[src/rtl/fifo_axis_pkt.sv]
// AXI-Stream synchronous FIFO with tlast framing, occupancy/threshold flags and sticky stall flag.
// Define FIFO_AXIS_PKT_STORE_FWD_EN to enable store-and-forward packet mode.
module fifo_axis_pkt #(
  parameter int unsigned DATAWIDTH = 8,
  parameter int unsigned DEPTH     = 16,
  parameter int unsigned PTR_WIDTH = 4,
  parameter int unsigned AF_LEVEL  = DEPTH - 2,
  parameter int unsigned AE_LEVEL  = 2
) (
  input  logic                 clk,
  input  logic                 rstn,
  input  logic                 s_tvalid,
  output logic                 s_tready,
  input  logic [DATAWIDTH-1:0] s_tdata,
  input  logic                 s_tlast,
  output logic                 m_tvalid,
  input  logic                 m_tready,
  output logic [DATAWIDTH-1:0] m_tdata,
  output logic                 m_tlast,
  output logic [PTR_WIDTH:0]   count,
  output logic                 almost_full,
  output logic                 almost_empty,
  output logic                 ovf
);

  localparam logic [PTR_WIDTH:0] AfLevel = (PTR_WIDTH + 1)'(AF_LEVEL);
  localparam logic [PTR_WIDTH:0] AeLevel = (PTR_WIDTH + 1)'(AE_LEVEL);

  logic [DATAWIDTH:0] mem [DEPTH];

  logic [PTR_WIDTH:0] wr_ptr_q, wr_ptr_d;
  logic [PTR_WIDTH:0] rd_ptr_q, rd_ptr_d;
  logic [7:0]         stall_cnt_q, stall_cnt_d;
  logic               ovf_q, ovf_d;
  logic               full, empty, wr_en, rd_en, stall;
  logic [DATAWIDTH:0] rd_entry;

  assign full  = (wr_ptr_q[PTR_WIDTH] != rd_ptr_q[PTR_WIDTH]) &&
                 (wr_ptr_q[PTR_WIDTH-1:0] == rd_ptr_q[PTR_WIDTH-1:0]);
  assign empty = (wr_ptr_q == rd_ptr_q);

  assign s_tready = ~full;
  assign wr_en    = s_tvalid & s_tready;
  assign rd_en    = m_tvalid & m_tready;
  assign stall    = s_tvalid & ~s_tready;

  // First-word-fall-through: output is the head entry, no output register.
  assign rd_entry = mem[rd_ptr_q[PTR_WIDTH-1:0]];
  assign m_tdata  = rd_entry[DATAWIDTH-1:0];
  assign m_tlast  = rd_entry[DATAWIDTH];

  assign count        = wr_ptr_q - rd_ptr_q;
  assign almost_full  = (count >= AfLevel);
  assign almost_empty = (count <= AeLevel);
  assign ovf          = ovf_q;

`ifdef FIFO_AXIS_PKT_STORE_FWD_EN
  logic [PTR_WIDTH:0] pkt_cnt_q, pkt_cnt_d;
  logic               pkt_inc, pkt_dec;

  assign pkt_inc = wr_en & s_tlast;
  assign pkt_dec = rd_en & m_tlast;

  // The full term releases packets longer than the FIFO so they cannot deadlock.
  assign m_tvalid = ~empty & ((pkt_cnt_q != '0) | full);

  always_comb begin
    pkt_cnt_d = pkt_cnt_q;
    if (pkt_inc && !pkt_dec) begin
      pkt_cnt_d = pkt_cnt_q + 1'b1;
    end else if (pkt_dec && !pkt_inc) begin
      pkt_cnt_d = pkt_cnt_q - 1'b1;
    end
  end

  always_ff @(posedge clk or negedge rstn) begin
    if (!rstn) begin
      pkt_cnt_q <= '0;
    end else begin
      pkt_cnt_q <= pkt_cnt_d;
    end
  end
`else
  assign m_tvalid = ~empty;
`endif

  always_comb begin
    wr_ptr_d = wr_en ? wr_ptr_q + 1'b1 : wr_ptr_q;
    rd_ptr_d = rd_en ? rd_ptr_q + 1'b1 : rd_ptr_q;
    if (!stall) begin
      stall_cnt_d = '0;
    end else if (stall_cnt_q == 8'hFF) begin
      stall_cnt_d = stall_cnt_q;
    end else begin
      stall_cnt_d = stall_cnt_q + 8'd1;
    end
    ovf_d = ovf_q | (stall_cnt_d == 8'hFF);
  end

  always_ff @(posedge clk or negedge rstn) begin
    if (!rstn) begin
      wr_ptr_q    <= '0;
      rd_ptr_q    <= '0;
      stall_cnt_q <= '0;
      ovf_q       <= 1'b0;
    end else begin
      wr_ptr_q    <= wr_ptr_d;
      rd_ptr_q    <= rd_ptr_d;
      stall_cnt_q <= stall_cnt_d;
      ovf_q       <= ovf_d;
    end
  end

  // Storage is deliberately not reset; the pointers alone define valid contents.
  always_ff @(posedge clk) begin
    if (wr_en) begin
      mem[wr_ptr_q[PTR_WIDTH-1:0]] <= {s_tlast, s_tdata};
    end
  end

endmodule
[config.mk]
export PLATFORM = sky130hd
export DESIGN_NAME = fifo_axis_pkt
export DESIGN_NICKNAME = d
export VERILOG_FILES = /design/src/rtl/fifo_axis_pkt.sv
export SDC_FILE = /design/constraint.sdc
export NUM_CORES = 1
export LEC_CHECK = 0
export ABC_CLOCK_PERIOD_IN_PS = 4100
export CAP_MARGIN = 30
export CORE_MARGIN = 4
export CORE_UTILIZATION = 35
export DETAILED_ROUTE_END_ITERATION = 10
export PLACE_DENSITY = 0.49
export SLEW_MARGIN = 0
export SYNTH_ARGS = -nofsm -noshare
export SYNTH_HDL_FRONTEND = slang
export SYNTH_SLANG_ARGS = --single-unit
[constraint.sdc]
create_clock -name clk -period 4.1 [get_ports clk]
set_input_delay 0.82 -clock clk [delete_from_list [all_inputs] [get_ports clk]]
set_output_delay 0.82 -clock clk [all_outputs]
set_load 0.005 [all_outputs]
==> results.json <==
{
  "status": "finished clean",
  "fmax_mhz": 272,
  "clock_path_buffers": 2,
  "async_flop_share": 0.117,
  "post_cts_buffers": 0,
  "hold_viol": 0,
  "ys_ff_latch": 163,
  "numClockSinks": 163,
  "worst_pin_slew_ps": 881,
  "worstReg2RegStart": "wr_ptr_q[3]",
  "synth-xor-area-share": 0.0194,
  "drtIter0Drc": 202,
  "synthMuxAreaShare": 0.157,
  "cp-start-kind": "flop",
  "rows": 50,
  "cp_slowest_cell": "mux4_1",
  "vias": 3363,
  "ios": 32,
  "setup_viol": 0,
  "cts.clk_slew.worst_paths_ps": 60,
  "yosysTopAreaCell": "edfxtp_1",
  "portBuffers": 31,
  "synth_common_cells": "edfxtp_1, mux4_2, dfrtp_1, nor2_1, nand2_1",
  "power.share.clock": 0.283,
  "ir_worst_vdd_uv": 596,
  "antenna_found_initial": 0,
  "n_fill_cell": 1665,
  "holdWs_ps": 470,
  "dp_hpwl_um": 8930,
  "finalCriticalPeriod_ps": 3670,
  "synthAdderAreaFrac": 0.0217,
  "grt_pass1_vias": 3530,
  "grt_pass1_wl_um": 21900,
  "arrival_ps": 2850,
  "yosysMostFrequentCell": "edfxtp_1",
  "detail_route.vias_per_cell": 5.22,
  "chipWidth_um": 146,
  "final_layout_size_suffix_gt1_frac": 0.222,
  "maxCapViolCount": 0,
  "holdBufCountCts": 0,
  "drt.antenna.violating_nets": 0,
  "cp_slowest_stage_delay_ps": 580,
  "reg2reg_slack_ps": 1370,
  "timing.final.crit_share": 0.896,
  "synth_cells": 338,
  "min_path_type": "reg -> reg",
  "dr.pass1.iters": 4,
  "tns_ps": 0,
  "synth_top_family_by_area": "multiplexers",
  "final_max_slew_viol_count": 0,
  "internal_power_mw": 4.12,
  "r2r_cells": 6,
  "p_sw_mw": 1.67,
  "cp_max_fo": 33,
  "nNetsFinal": 421,
  "rsz0062_at_grt": "false",
  "synth_nets": 362,
  "combPwrFrac": 0.348,
  "seqPwrFrac": 0.368,
  "required_ps": 3280,
  "grt_overflow": 0,
  "fin_worst_skew_ps": 6.52,
  "sw_frac_of_total": 0.288,
  "synth_warnings": 0,
  "synth_edf_count": 144,
  "grt_max_degree": 39,
  "power_density_nw_per_um2": 724,
  "root_buffer": "clkbuf_16",
  "syn-cell-area_um2": 6700,
  "insertion_delay_ps": 410,
  "tritoncts": "done",
  "track_usage": 0.141,
  "place_congestion": 0.753,
  "crit_end": "m_tdata[6]",
  "worstPathCellList": "buf_12, mux4_1, mux4_2, clkdlybuf4s50_1",
  "ctsResizeCount": 0,
  "crit_type": "reg -> out",
  "fin_cells": 644,
  "r2r_end": "mem[9][2]",
  "wl_per_cell_um": 22.3,
  "htree_levels": 4,
  "antenna_cells": 0,
  "startpoint": "rd_ptr_q[0]",
  "placedCellCount": 612,
  "synth_cell_type_count": 41,
  "initial_core_util": 0.357,
  "fp.dieArea_um2": 21400,
  "core-area_um2": 18800,
  "relSlewSlack": 0.411,
  "synth-seq-area-share": 0.716,
  "wirelength_um": 14400,
  "die_height_um": 146,
  "synth-simple-area-share": 0.0433,
  "avgSynthCellArea_um2": 19.8,
  "netlist_top_cells_area": "edfxtp_1, mux4_2, dfrtp_1, mux4_1, ha_1",
  "p_leak_nw": 2.71,
  "area_growth_pct": 19.4,
  "remaining_drc_errors": 0,
  "cts_buffers": 17,
  "synth_compound_area_frac": 0.0230,
  "synth_flop_cell": "edfxtp_1",
  "worst_setup_path_end_kind": "output pin",
  "netlist.area_leader.share": 0.645
}
[layout make-up]
type / count / area (um^2) / share of cell area
Inverter: 10 / 37.5 / 0.00469
Clock inverter: 14 / 185 / 0.0232
Sequential cell: 163 / 4800 / 0.600
Multi-Input combinational cell: 153 / 1770 / 0.222
Tap cell: 234 / 293 / 0.0366
Clock buffer: 18 / 429 / 0.0537
Timing Repair Buffer: 52 / 480 / 0.0601
[cell families (layout without fill, tap and decap cells)]
| logic type | Yosys count | count (layout) |
|---|---|---|
| buffers and inverters | 22 | 94 |
| flip-flops | 163 | 163 |
| multiplexers | 46 | 46 |
| AND/OR/NAND/NOR | 59 | 59 |
| AO/OA/AOI/OAI | 23 | 23 |
| XOR/XNOR | 14 | 14 |
| adder cells (fa/ha/maj) | 11 | 11 |
[through the flow]
stage | cell area [um^2] | setup slack, ps | utilization | power, mW
2_1_floorplan | 6700 | 979 | - | 3.37
3_3_place_gp | 7380 | 841 | 0.393 | 4.21
3_5_place_dp | 7380 | 814 | 0.393 | 4.22
4_1_cts | 8000 | 365 | 0.426 | 5.88
5_1_grt | 8000 | 162 | 0.426 | 6.11
6_report | 8000 | 428 | 0.426 | 5.79
[metal layers]
metal | vias up | GRT usage | part of all wire
li1 | 1501 | - | -
met1 | 1778 | 0.189 | 0.45
met2 | 72 | 0.231 | 0.50
met3 | 12 | 0.0360 | 0.034
met4 | 0 | 0.0381 | 0.0097
met5 | - | 0 | 0
[sequential cells by signal, summed over array words and instances, names as in the netlist]
signal       flops
ovf              1
rd_ptr_q         5
mem            144
wr_ptr_q         5
stall_cnt_q      8
[power groups by stage]
stage / registers, mW / logic, mW / clock network (mW)
floorplan: 2.10 / 1.26 / 0
global placement: 2.16 / 2.05 / 0
detailed placement: 2.17 / 2.05 / 0
CTS: 2.14 / 2.07 / 1.68
global route: 2.16 / 2.18 / 1.77
finish: 2.13 / 2.02 / 1.64
[how the worst min path moves through the flow]
stage | endpoint | startpoint | depth (start not counted)
after CTS | ovf | ovf | 1
after floorplan | ovf | ovf | 1
after global routing | ovf | ovf | 1
final | ovf | ovf | 1
after global placement | ovf | ovf | 1
after detailed placement | ovf | ovf | 1
[cells in the final DEF (no fill, tap or decap), drive strengths merged, types with 4 or more instances in the layout]
| cell type | n |
|---|---|
| buf | 21 |
| clkinv | 8 |
| o21ai | 5 |
| clkdlybuf4s50 | 31 |
| xnor2 | 10 |
| mux4 | 45 |
| edfxtp | 144 |
| dfrtp | 19 |
| clkbuf | 18 |
| nor2 | 18 |
| a21oi | 6 |
| nand4 | 7 |
| nor3 | 8 |
| ha | 10 |
| inv | 12 |
| xor2 | 4 |
| bufinv | 4 |
| nand2 | 14 |
[worst max-delay path: cells and delay by family (launching register included)]
| kind | cells | cell delay (ps) |
|---|---|---|
| multiplexers | 2 | 1090 |
| buffers and inverters | 2 | 820 |
| flip-flops | 1 | 520 |
Note: power is estimated with default switching activity, not from simulation.
